$ cat src/rtl/meas_sequencer_if.sv
// Handshake/data bundle between the measurement sequencer, the clock manager and the level-sensor interface.
// The slave modport is the sequencer's view; the master modport is the view of whatever drives the sequencer.
interface meas_sequencer_if #(
    parameter int DATA_W = 12
);
    logic              tick_1khz;
    logic              tick_1hz;
    logic              enable;
    logic              meas_start;
    logic              meas_done;
    logic [DATA_W-1:0] meas_data;
    logic [DATA_W-1:0] level;
    logic              level_valid;
    logic              timeout_err;
    logic              busy;
    logic [7:0]        overrun_cnt;

    modport slave (
        input  tick_1khz, tick_1hz, enable, meas_done, meas_data,
        output meas_start, level, level_valid, timeout_err, busy, overrun_cnt
    );

    modport master (
        output tick_1khz, tick_1hz, enable, meas_done, meas_data,
        input  meas_start, level, level_valid, timeout_err, busy, overrun_cnt
    );
endinterface

$ cat src/rtl/meas_sequencer.sv
// Once-per-second level measurement sequencer with a ms timeout; optional MEAS_AVG_EN publishes the mean of 4 samples.
// Latency: tick_1hz -> meas_start 1 cycle, meas_done -> level_valid 2 cycles; 1 Hz ticks arriving while busy are dropped and counted.
module meas_sequencer #(
    parameter int DATA_W     = 12,
    parameter int TIMEOUT_MS = 50
) (
    input  logic            clk_100MHz,
    input  logic            reset_n,
    meas_sequencer_if.slave bus
);
    typedef enum logic [1:0] {
        S_IDLE,
        S_START,
        S_WAIT,
        S_STORE
    } state_t;

    localparam logic [7:0] TMO_LAST = 8'(TIMEOUT_MS - 1);

    state_t            r_state;
    state_t            w_next;
    logic [7:0]        r_ms_cnt;
    logic [DATA_W-1:0] r_sample;
    logic [DATA_W-1:0] r_level;
    logic              r_level_valid;
    logic              r_timeout_err;
    logic [7:0]        r_ovr_cnt;

    logic              w_busy;
    logic              w_tick_last;
    logic              w_timeout;
    logic              w_store;
    logic              w_publish;
    logic [DATA_W-1:0] w_pub_val;

    assign w_busy      = (r_state != S_IDLE);
    assign w_tick_last = bus.tick_1khz && (r_ms_cnt == TMO_LAST);
    // A coincident meas_done takes priority over the timeout tick.
    assign w_timeout   = (r_state == S_WAIT) && w_tick_last && !bus.meas_done;
    assign w_store     = (r_state == S_STORE);

    always_ff @(posedge clk_100MHz or negedge reset_n) begin
        if (!reset_n) begin
            r_state <= S_IDLE;
        end else begin
            r_state <= w_next;
        end
    end

    always_comb begin
        w_next = r_state;
        case (r_state)
            S_IDLE: begin
                if (bus.tick_1hz && bus.enable) begin
                    w_next = S_START;
                end
            end
            S_START: w_next = S_WAIT;
            S_WAIT: begin
                if (bus.meas_done) begin
                    w_next = S_STORE;
                end else if (w_tick_last) begin
                    w_next = S_IDLE;
                end
            end
            S_STORE: w_next = S_IDLE;
            default: w_next = S_IDLE;
        endcase
    end

    always_ff @(posedge clk_100MHz or negedge reset_n) begin
        if (!reset_n) begin
            r_ms_cnt <= 8'd0;
        end else if (r_state == S_START) begin
            r_ms_cnt <= 8'd0;
        end else if ((r_state == S_WAIT) && bus.tick_1khz) begin
            r_ms_cnt <= r_ms_cnt + 8'd1;
        end
    end

    always_ff @(posedge clk_100MHz or negedge reset_n) begin
        if (!reset_n) begin
            r_sample <= '0;
        end else if ((r_state == S_WAIT) && bus.meas_done) begin
            r_sample <= bus.meas_data;
        end
    end

    always_ff @(posedge clk_100MHz or negedge reset_n) begin
        if (!reset_n) begin
            r_ovr_cnt <= 8'd0;
        end else if (w_busy && bus.tick_1hz && (r_ovr_cnt != 8'hFF)) begin
            r_ovr_cnt <= r_ovr_cnt + 8'd1;
        end
    end

`ifdef MEAS_AVG_EN
    logic [DATA_W+1:0] r_acc;
    logic [1:0]        r_acc_cnt;
    logic [DATA_W+1:0] w_sum;

    // Four DATA_W samples fit the two guard bits, so the sum never wraps.
    assign w_sum     = r_acc + {2'b00, r_sample};
    assign w_publish = w_store && (r_acc_cnt == 2'd3);
    assign w_pub_val = w_sum[DATA_W+1:2];

    always_ff @(posedge clk_100MHz or negedge reset_n) begin
        if (!reset_n) begin
            r_acc     <= '0;
            r_acc_cnt <= 2'd0;
        end else if (w_timeout || w_publish) begin
            r_acc     <= '0;
            r_acc_cnt <= 2'd0;
        end else if (w_store) begin
            r_acc     <= w_sum;
            r_acc_cnt <= r_acc_cnt + 2'd1;
        end
    end
`else
    assign w_publish = w_store;
    assign w_pub_val = r_sample;
`endif

    always_ff @(posedge clk_100MHz or negedge reset_n) begin
        if (!reset_n) begin
            r_level       <= '0;
            r_level_valid <= 1'b0;
        end else begin
            r_level_valid <= w_publish;
            if (w_publish) begin
                r_level <= w_pub_val;
            end
        end
    end

    always_ff @(posedge clk_100MHz or negedge reset_n) begin
        if (!reset_n) begin
            r_timeout_err <= 1'b0;
        end else if (w_timeout) begin
            r_timeout_err <= 1'b1;
        end else if (w_publish) begin
            r_timeout_err <= 1'b0;
        end
    end

    assign bus.meas_start  = (r_state == S_START);
    assign bus.busy        = w_busy;
    assign bus.level       = r_level;
    assign bus.level_valid = r_level_valid;
    assign bus.timeout_err = r_timeout_err;
    assign bus.overrun_cnt = r_ovr_cnt;
endmodule

$ cat src/flat_wrapper.sv
// flat-port wrapper written by rule: the top's interface ports become plain ports
module meas_sequencer_flat 
#(
    parameter int DATA_W     = 12,
    parameter int TIMEOUT_MS = 50
)
  (clk_100MHz, reset_n, bus_tick_1khz, bus_tick_1hz, bus_enable, bus_meas_done, bus_meas_data, bus_meas_start, bus_level, bus_level_valid, bus_timeout_err, bus_busy, bus_overrun_cnt);
  meas_sequencer_if #(.DATA_W(DATA_W)) bus_i ();
  input  logic clk_100MHz;
  input  logic reset_n;
  input wire logic [$bits(bus_i.tick_1khz)-1:0] bus_tick_1khz;
  input wire logic [$bits(bus_i.tick_1hz)-1:0] bus_tick_1hz;
  input wire logic [$bits(bus_i.enable)-1:0] bus_enable;
  input wire logic [$bits(bus_i.meas_done)-1:0] bus_meas_done;
  input wire logic [$bits(bus_i.meas_data)-1:0] bus_meas_data;
  output wire logic [$bits(bus_i.meas_start)-1:0] bus_meas_start;
  output wire logic [$bits(bus_i.level)-1:0] bus_level;
  output wire logic [$bits(bus_i.level_valid)-1:0] bus_level_valid;
  output wire logic [$bits(bus_i.timeout_err)-1:0] bus_timeout_err;
  output wire logic [$bits(bus_i.busy)-1:0] bus_busy;
  output wire logic [$bits(bus_i.overrun_cnt)-1:0] bus_overrun_cnt;
  assign bus_i.tick_1khz = bus_tick_1khz;
  assign bus_i.tick_1hz = bus_tick_1hz;
  assign bus_i.enable = bus_enable;
  assign bus_i.meas_done = bus_meas_done;
  assign bus_i.meas_data = bus_meas_data;
  assign bus_meas_start = bus_i.meas_start;
  assign bus_level = bus_i.level;
  assign bus_level_valid = bus_i.level_valid;
  assign bus_timeout_err = bus_i.timeout_err;
  assign bus_busy = bus_i.busy;
  assign bus_overrun_cnt = bus_i.overrun_cnt;
  meas_sequencer #(.DATA_W(DATA_W), .TIMEOUT_MS(TIMEOUT_MS)) u_core (.clk_100MHz(clk_100MHz), .reset_n(reset_n), .bus(bus_i));
endmodule
$ cat config.mk
export PLATFORM = sky130hd
export DESIGN_NAME = meas_sequencer_flat
export DESIGN_NICKNAME = d
export VERILOG_FILES = /design/src/rtl/meas_sequencer_if.sv /design/src/rtl/meas_sequencer.sv /design/src/flat_wrapper.sv
export SDC_FILE = /design/constraint.sdc
export NUM_CORES = 1
export LEC_CHECK = 0
export CAP_MARGIN = 20
export CORE_MARGIN = 4
export CORE_UTILIZATION = 50
export CTS_CLUSTER_SIZE = 10
export DETAILED_ROUTE_END_ITERATION = 12
export DONT_BUFFER_PORTS = 1
export SYNTH_ARGS = -nofsm -noshare
export SYNTH_HDL_FRONTEND = slang
export SYNTH_SLANG_ARGS = --single-unit
export TNS_END_PERCENT = 10
$ cat constraint.sdc
create_clock -name clk_100MHz -period 1.9 [get_ports clk_100MHz]
set_input_delay 0.285 -clock clk_100MHz [delete_from_list [all_inputs] [get_ports clk_100MHz]]
set_output_delay 0.285 -clock clk_100MHz [all_outputs]
set_load 0.02 [all_outputs]
# --- After elaboration in Yosys (flattened, before gate mapping) ---
# Index checks and enable logic that the tools add are counted.
word_totals:
  regBits: 44
  in_bits: 18
  out_inout_bits: 24
  word_cells: 38
classes:
  n_addsub: 2
  n_eq_ne: 7
  n_mux: 8
  n_reduce_logical: 14
ops:
  columns: ["op", "count"]
  rows:
  - ["8-bit by 1-bit adder with 8-bit output, second input constant", 2]
  - ["8-bit two-way mux", 2]
  - ["8-bit by 6-bit equality test with 1-bit output, second input constant", 1]
  - ["1-bit logical AND", 8]
  - ["8-bit inequality test, second input constant", 1]
  - ["2-bit case mux with 4 select lines", 1]
  - ["2-bit two-way mux", 3]
  - ["2-bit nonzero test", 3]
  - ["2-bit equality test, second input constant", 2]
  - ["3-bit by 2-bit inequality test with 1-bit output, second input constant", 1]
  - ["2-bit by 1-bit equality test with 1-bit output, second input constant", 1]
  - ["2-bit logical NOT", 1]
  - ["1-bit two-way mux", 2]
  - ["2-bit by 1-bit inequality test with 1-bit output, second input constant", 1]
  - ["2-bit AND reduction", 1]
  - ["1-bit logical NOT", 1]

# --- Depth between registers and ports, before layout ---
# Gate-level depths: netlist of run 1.
depth:
  ltp_word: 5
  ltp_mapped: 6
  mapped_depth_nobuf: 5

# --- Worst setup path before layout of run 1 ---
# No wires, ideal clock.
synth_timing:
  path_type: "register to register"
  start: "reg u_core.r_ovr_cnt[0], in the netlist u_core.bus.overrun_cnt[0]"
  end: "reg u_core.r_ovr_cnt[1], in the netlist u_core.bus.overrun_cnt[1]"
  setup_ns: 0.125
  arrival_time_ns: 1.465
  required_time_ns: 1.775
  path_slack_ns: 0.310
  path_stages_with_launch: 5
  path_buffers: 0
  synth_period_minus_slack_ns: 1.590
  path_cell_list: "dfrtp_1 -> ha_1 -> nand2_1 -> o31ai_2 -> mux2_2"
synth_between:
  elab_chain_cells: 2
  elab_cells_between_ends: 3
  classes_between: "add/sub: 1; eq/ne: 1; reduce/logical: 1"
synth_lines:
  columns: ["element", "line", "rtl"]
  rows:
  - ["from (decl)", "meas_sequencer.sv:27", "logic [7:0] r_ovr_cnt;"]
  - ["from (signal assigned)", "meas_sequencer.sv:93", "r_ovr_cnt <= r_ovr_cnt + 8'd1;"]
  - ["branches (longest 2 deep; another with 8-bit by 1-bit adder with 8-bit output)", null, null]
# Several ways; the timed one is not identified.
# A chain may end at the register's enable or synchronous reset.

# --- Worst setup path after layout of run 1 ---
layout_timing:
  start: "reg u_core.r_state[1]"
  end: "out bus_meas_start"
layout_between:
  elab_chain_cells: 1
layout_lines:
  columns: ["element", "line", "rtl"]
  rows:
  - ["from (decl)", "meas_sequencer.sv:20", "state_t r_state;"]
  - ["from (signal assigned)", "meas_sequencer.sv:46", "r_state <= w_next;"]
  - ["2-bit by 1-bit equality test with 1-bit output", "meas_sequencer.sv:146", "assign bus.meas_start = (r_state == S_START);"]
  - ["to (decl)", "flat_wrapper.sv:16", "output wire logic [$bits(bus_i.meas_start)-1:0] bus_meas_start;"]
# No other way between the ends.

==> qor.csv, run 1 <==
metric,value,unit
status,finished clean,
crit_required,1.62,ns
ant_nets,0,
viasPerCell,5.93,
start_util,53.4,%
dr.first_iter.drc_count,118,
port_buffers,0,
r2r-end,u_core.r_sample[7],
antenna_found_initial,0,
synthSimpleGateAreaFrac,12.9,%
rrSetupSlack,0.34,ns
dp_hpwl,2.56,mm
first_global_vias,1304,
cts_made_buffers,5,
ys_seq_elements,44,
final_common_cell,dfrtp_1,
multi_input_area,852,µm²
skew,0.00648,ns
coreArea,3800,µm²
synthCells,157,
maxCapViolCount,0,
synthArstFlopShare,100,%
diodes,0,
arrival,1.35,ns
ff2ff_path_depth,3,
worstSetupEndpointType,output pin,
max_freq,613,MHz
synthXorXnorAreaFrac,0.432,%
cts_sinks,44,
start_kind,register,
worst_slew_pin_slew,0.448,ns
cts_setup_buffers,0,
crit_fanout,10,
ys_types,41,
drt-pass1-iter-count,4,
num_io_pins,42,
final_nets,183,
grt_pass1_wl,6.16,mm
dp_worst_setup_slack,0.350,ns
synth_flop_cell,dfrtp_1,
power,3.73,mW
p_per_area,1690,nW/µm²
cp-endpoint,bus_meas_start,
drv_slew,0,
ctsHtreeMaxLevel,2,
synth_nets,178,
finalCritPeriodShare,85.9,%
die_h,71.7,µm
setup_viol,0,
synthMuxAreaShare,18.9,%
hold_class,primary input to register,
grt.overflow.total,0,
wire_per_inst,17.2,µm
grt_max_degree,45,
drt_wl_total,3.64,mm
clockBufferDepth,2,
drive_gt1_share,29.4,%
gp_congestion,0.869,
hold_viol,0,
path_class,register to output pin,
clock_latency,0.29,ns
cts_resized,0,
yosysWarnings,0,
synth_area_per_cell,12.9,µm²
crit_start,u_core.r_state[1],
synth_edf_count,0,
syn-cell-area,2030,µm²
grt_util_all_layers,15.4,%
root_buffer,clkbuf_8,
die_area,5140,µm²
register_area,1100,µm²
dr_total_vias,1251,
peakVddDrop,0.000880,V
holdBufCountCts,2,
fillers,304,
drcViolationCount,0,
synth_fa_ha_area_share,1.85,%
leakagePower,1.00,nW
dp.cells,201,
cts_tree,built,
syn_to_final_growth,8.51,%
fin_ws,0.268,ns
layout_common_cells,"dfrtp_1, mux2_2, nand3_1",
finalNonFillerCells,211,
chipWidth,71.7,µm
ys_seq_area_share,54.3,%
rows,22,
maxSlewHeadroom,69.3,%
synth_compound_area_share,7.83,%
utilization,58.0,%
r2r_start,u_core.r_state[1],
fin_crit,1.63,ns
rsz0062_at_grt,false,
finalSetupTns,0,ns
synth_top_family_by_area,multiplexers,
clk_pin_slew,0.09,ns
worst min-delay path by stage:
stage,start,end,slack (ns),depth (start not counted)
after floorplan,reset_n,u_core.bus.level[0],-0.01,0
after global placement,reset_n,u_core.r_ms_cnt[2],-0.009,0
after detailed placement,reset_n,u_core.r_ms_cnt[4],-0.009,0
after CTS,bus_meas_data[3],u_core.r_sample[3],0.12,1
after global routing,bus_meas_data[9],u_core.r_sample[9],0.11,1
final,bus_meas_data[3],u_core.r_sample[3],0.13,1
metal layers:
| metal | part of all wire [%] | GRT usage [%] |
|---|---|---|
| met4 | 1.2 | 4.80 |
| met3 | 8.6 | 6.73 |
| met5 | 0 | 0 |
| met1 | 42 | 19.0 |
| met2 | 48 | 24.3 |
final cells by class:
type	count	area share [%]
Clock inverter	2	1.76
Multi-Input combinational cell	103	38.7
Sequential cell	44	50.0
Inverter	4	0.682
Clock buffer	6	3.75
Timing Repair Buffer	4	2.39
Tap cell	48	2.73
per-stage QoR:
stage / hold slack (ns) / area [µm²]
detailed placement: -0.00934 / 2040
CTS: 0.121 / 2200
floorplan: -0.0106 / 2030
finish: 0.130 / 2200
global route: 0.107 / 2200
global placement: -0.00934 / 2040
report_power, final:
group          switching, mW  internal (mW)
logic                  0.499          0.598
registers              0.567           1.32
clock network          0.314          0.430
total                   1.38           2.35
synth_stat cells, drive strengths merged, types with 2 or more instances:
master / count / area (µm²)
inv: 4 / 15.0
and3: 3 / 18.8
nand2b: 2 / 12.5
nor3: 3 / 20.0
dfrtp: 44 / 1100
a31oi: 2 / 12.5
mux2: 29 / 364
mux2i: 2 / 20.0
a21oi: 7 / 35.0
nand2: 12 / 50.1
ha: 3 / 37.5
and2: 2 / 12.5
o21ai: 6 / 30.0
buf: 6 / 61.3
nand3: 12 / 60.1
cells by family (layout without fill, tap and decap cells):
logic type / Yosys count / in the layout
AO/OA/AOI/OAI: 24 / 24
AND/OR/NAND/NOR: 44 / 44
buffers and inverters: 10 / 16
multiplexers: 31 / 31
XOR/XNOR: 1 / 1
adder cells (fa/ha/maj): 3 / 3
flip-flops: 44 / 44
critical path, stage by stage, from the launching register on:
cell      delay, ns
dfrtp_1        0.57
nand2b_1       0.35
inv_2          0.14
sequential cells by signal (all words and copies together), names as in the netlist:
signal                  count
u_core.bus.level           12
u_core.bus.level_valid      1
u_core.bus.overrun_cnt      8
u_core.bus.timeout_err      1
u_core.r_ms_cnt             8
u_core.r_sample            12
u_core.r_state              2
Power figures use the tool's default switching activity.
==> inputs of run 2 (changes only) <==
CORE_ASPECT_RATIO = 0.75   (was not set)
==> run 2 against run 1 <==
First-iteration DRC count decreased by 61%. Critical path depth is the same. Combinational power is essentially flat. Via count about the same. Flip-flop and latch count unchanged. Count of clock-buffer cells in the layout up 1. Largest power group unchanged.
==> qor.csv, run 2 (synthesis results as in run 1) <==
metric,value,unit,change
ant_nets,0,,unchanged
first_global_vias,1233,,-5.4%
viasPerCell,5.85,,-1.3%
rows,19,,-14%
skew,0.00469,ns,-0.00179 ns
clockBufferDepth,2,,unchanged
root_buffer,clkbuf_8,,
grt_util_all_layers,15.1,%,-0.25 points
grt_max_degree,45,,unchanged
ctsHtreeMaxLevel,2,,unchanged
dp_hpwl,2.54,mm,-0.82%
drv_slew,0,,unchanged
syn_to_final_growth,7.15,%,
chipWidth,81.6,µm,+14%
grt_pass1_wl,5.99,mm,-2.8%
path_class,register to output pin,,
leakagePower,0.985,nW,-1.4%
drt-pass1-iter-count,4,,unchanged
die_h,63.2,µm,-12%
peakVddDrop,0.000908,V,+3.2%
finalCritPeriodShare,85.4,%,-0.47 points
diodes,0,,unchanged
swShare,37.7,%,+0.73 points
antenna_found_initial,0,,unchanged
p_sw,1.36,mW,-1.5%
p_per_area,1660,nW/µm²,-2.1%
multi_input_area,852,µm²,unchanged
worstSetupEndpointType,output pin,,
maxCapViolCount,0,,unchanged
max_freq,616,MHz,+0.56%
fillers,305,,+0.33%
clk_pin_slew,0.08,ns,about the same
drt_wl_total,3.58,mm,-1.6%
gp_congestion,0.839,,-3.5%
final_nets,183,,unchanged
worst_slew_pin_slew,0.398,ns,-0.0501 ns
intPower,2.25,mW,-4.5%
setup_viol,0,,unchanged
maxSlewHeadroom,72.8,%,+3.4 points
fin_crit,1.62,ns,-0.00902 ns
drcViolationCount,0,,unchanged
arrival,1.34,ns,about the same
worst_hold_slack,0.141,ns,+0.0108 ns
hold_viol,0,,unchanged
pwr-share-seq,52.6,%,+1.9 points
layout_common_cells,"dfrtp_1, mux2_2, nand3_1",,
die_area,5150,µm²,+0.21%
cts_sinks,44,,unchanged
start_util,53.7,%,+0.27 points
clock_latency,0.29,ns,about the same
dr_total_vias,1252,,+0.080%
cts_tree,built,,
crit_required,1.62,ns,about the same
cts_made_buffers,5,,unchanged
rsz0062_at_grt,false,,
status,finished clean,,
final_common_cell,dfrtp_1,,
register_area,1100,µm²,unchanged
grt.overflow.total,0,,unchanged
drive_gt1_share,29.0,%,-0.44 points
crit_fanout,10,,unchanged
start_kind,register,,
wire_per_inst,16.7,µm,-3.0%
port_buffers,0,,unchanged
hold_class,primary input to register,,
cts_setup_buffers,0,,unchanged
power_frac_comb,30.3,%,+0.9 points
clkPwrFrac,17.1,%,-2.8 points
coreArea,3780,µm²,-0.49%
finalSetupTns,0,ns,unchanged
dr.first_iter.drc_count,46,,-61%
num_io_pins,42,,unchanged
[run 2: cell type report]
| class | instances | area share [%] |
|---|---|---|
| Tap cell | 52 | 2.99 |
| Sequential cell | 44 | 50.6 |
| Clock buffer | 7 | 4.43 |
| Multi-Input combinational cell | 103 | 39.2 |
| Inverter | 4 | 0.690 |
| Timing Repair Buffer | 4 | 2.07 |
[run 2: metrics by stage]
stage	power (mW)	std cells	setup slack, ns	cell area [µm²]	util (%)
CTS	3.65	214	0.265	2170	57.5
detailed placement	3.00	205	0.336	2050	54.2
global route	3.85	214	0.179	2170	57.5
global placement	2.93	205	0.388	2050	54.2
floorplan	2.81	157	0.310	2030	-
finish	3.61	214	0.277	2170	57.5
[run 2: worst paths after layout]
| path | endpoint | cells after the start | startpoint | slack, ns |
|---|---|---|---|---|
| max | bus_meas_start | 2 | u_core.r_state[1] | 0.28 |
| min | u_core.r_sample[6] | 1 | bus_meas_data[6] | 0.14 |
| max reg2reg | u_core.r_sample[8] | 3 | u_core.r_state[1] | 0.34 |
| min reg2reg | u_core.r_ms_cnt[7] | 1 | u_core.r_ms_cnt[7] | 0.48 |
| max in group asynchronous | u_core.bus.overrun_cnt[4] | 2 | reset_n | 1.24 |
| min in group asynchronous | u_core.r_ms_cnt[2] | 2 | reset_n | 0.45 |
[run 2: per-layer routing]
metal | share of wire, % | vias to the layer above | global-route usage, %
met1 | 43 | 623 | 19.9
met4 | 0.64 | 0 | 3.80
met3 | 10 | 4 | 6.41
li1 | - | 576 | -
met5 | 0 | - | 0
met2 | 46 | 49 | 22.9
[run 2: critical path, stage by stage (launching register included)]
cell and delay, ns:
dfrtp_1 0.57, nand2b_1 0.34, inv_2 0.14
[run 2: power groups by stage]
stage	logic (mW)	registers (mW)	clock network (mW)
2_1_floorplan	0.995	1.82	0
3_3_place_gp	1.04	1.89	0
3_5_place_dp	1.08	1.92	0
4_1_cts	1.11	1.90	0.636
5_1_grt	1.22	1.96	0.676
6_report	1.09	1.90	0.617
[run 2: repair_timing]
action,4_1_cts,5_1_grt
hold endpoints to repair,44,0
endpoints found under the setup margin,0,0
hold buffers,2,0
gates resized for setup,0,0
==> inputs of run 3 (changes only) <==
clock period = 1.77 ns   (was 1.9 ns; I/O delays follow)
==> run 3 against run 2 <==
Hold slack lost 0.024 ns. Register-to-register slack lost 0.14 ns. Via count shrank 0.64%. Combinational power grew 17%. Die area is the same. Clock power grew 21%. First-iteration DRC count is the same. Largest power group unchanged.
==> qor.csv, run 3 (synthesis results as in run 1) <==
metric,value,unit,change
power_frac_comb,31.8,%,+1.5 points
port_buffers,0,,unchanged
die_area,5150,µm²,unchanged
dr_total_vias,1244,,-0.64%
ctsHtreeMaxLevel,2,,unchanged
fin_crit,1.57,ns,
worst_slew_pin_slew,0.417,ns,+0.0189 ns
finalSetupTns,0,ns,unchanged
start_kind,register,,
status,finished clean,,
dp_hpwl,2.63,mm,+3.5%
final_nets,187,,+2.2%
diodes,0,,unchanged
path_class,register to register,,
root_buffer,clkbuf_8,,
syn_to_final_growth,9.19,%,
max_freq,637,MHz,
clock_latency,0.29,ns,about the same
skew,0.00813,ns,+0.00344 ns
crit_buf_inv,0,,-1
rows,19,,unchanged
clockBufferDepth,2,,unchanged
crit_slowest_cell,dfrtp_1,,
power,4.00,mW,+11%
drive_gt1_share,30.5,%,+1.5 points
arrival,1.74,ns,+0.40 ns
start_util,53.7,%,unchanged
num_io_pins,42,,unchanged
ant_nets,0,,unchanged
dp.cells,209,,+2.0%
cts_tree,built,,
grt_util_all_layers,15.2,%,+0.055 points
peakVddDrop,0.00103,V,+14%
pwr-share-seq,49.6,%,-3.0 points
leakagePower,1.01,nW,+2.5%
maxCapViolCount,0,,unchanged
cp_slowest_stage_delay,0.57,ns,about the same
hold_class,primary input to register,,
antenna_found_initial,0,,unchanged
holdBufCountCts,2,,unchanged
crit_fanout,13,,+3
first_global_vias,1247,,+1.1%
final_common_cell,dfrtp_1,,
worstSetupEndpointType,register,,
intPower,2.52,mW,+12%
drt-pass1-iter-count,4,,unchanged
p_per_area,1810,nW/µm²,+9.0%
hold_viol,0,,unchanged
finalCritPeriodShare,88.7,%,
grt_pass1_wl,6.03,mm,+0.68%
path_cells,nor2b_4 -> nand2_2 -> mux2_4,,
fillers,296,,-3.0%
dr.first_iter.drc_count,46,,unchanged
grt.overflow.total,0,,unchanged
maxSlewHeadroom,71.5,%,-1.3 points
cts_sinks,44,,unchanged
chipWidth,81.6,µm,unchanged
finalNonFillerCells,219,,+2.3%
rsz0062_at_grt,false,,
crit_family,flip-flops,,
cts_resized,0,,unchanged
wire_per_inst,16.5,µm,-1.0%
layout_common_cells,"dfrtp_1, mux2_2, nand3_1",,
cts_made_buffers,5,,unchanged
drt_wl_total,3.62,mm,+1.3%
viasPerCell,5.68,,-2.9%
clk_pin_slew,0.08,ns,about the same
coreArea,3780,µm²,unchanged
gp_congestion,0.844,,+0.57%
die_h,63.2,µm,unchanged
setup_viol,0,,unchanged
crit_required,1.94,ns,+0.32 ns
swShare,37.0,%,-0.70 points
grt_max_degree,45,,unchanged
drv_slew,0,,unchanged
p_sw,1.48,mW,+9.0%
drcViolationCount,0,,unchanged
worst_hold_slack,0.117,ns,-0.0235 ns
cts_setup_buffers,0,,unchanged
clkPwrFrac,18.6,%,+1.5 points
run 3: changes by cell type in the layout (fill, tap and decap cells not counted):
cell,before,now
bufinv_16,0,1
buf_4,2,6
clkbuf_1,0,1
clkinv_2,0,1
clkbuf_8,7,5
run 3: cell type report:
| type | instances | area, µm² | share of cell area (%) |
|---|---|---|---|
| multi-input combinational | 103 | 852 | 38.5 |
| clock buffer | 6 | 72.6 | 3.27 |
| clock inverter | 2 | 35.0 | 1.58 |
| tap | 52 | 65.1 | 2.94 |
| inverter | 4 | 15.0 | 0.678 |
| sequential | 44 | 1100 | 49.7 |
| timing repair buffer | 8 | 75.1 | 3.39 |
run 3: worst reg2reg max path, delay by kind of cell (launching register included):
| kind | cells | cell delay (ns) |
|---|---|---|
| mux | 1 | 0.39 |
| flops | 1 | 0.57 |
| simple gates | 2 | 0.50 |
run 3: power by group through the flow:
stage | sequential, mW | combinational (mW) | clock, mW
detailed placement | 2.01 | 1.26 | 0
floorplan | 1.95 | 1.07 | 0
global placement | 1.98 | 1.21 | 0
global route | 2.06 | 1.41 | 0.802
finish | 1.99 | 1.27 | 0.745
CTS | 1.99 | 1.29 | 0.766
run 3: worst paths after layout:
path                                             end               start  cells past startpoint  slack [ns]
min                               u_core.r_sample[3]    bus_meas_data[3]                      1        0.12
min in group asynchronous         u_core.r_ms_cnt[2]             reset_n                      2        0.42
max reg2reg                      u_core.r_sample[11]   u_core.r_state[1]                      3        0.20
max                              u_core.r_sample[11]   u_core.r_state[1]                      3        0.20
max in group asynchronous  u_core.bus.overrun_cnt[4]             reset_n                      2        1.13
min reg2reg                       u_core.r_ms_cnt[7]  u_core.r_ms_cnt[7]                      1        0.48
run 3: layer usage:
metal	track usage (%)	vias up	wire length (µm)
met2	22.3	47	1650
met5	0	-	0
li1	-	584	-
met4	4.64	0	40
met3	6.70	7	368
met1	20.1	606	1560
run 3: stage by stage:
step                      area (µm²)  util (%)  setup WS (ns)
after floorplan                 2030         -          0.180
after global placement          2080      55.0          0.252
after detailed placement        2080      55.0          0.216
after CTS                       2220      58.6          0.206
after global routing            2220      58.6          0.116
final                           2220      58.6          0.200
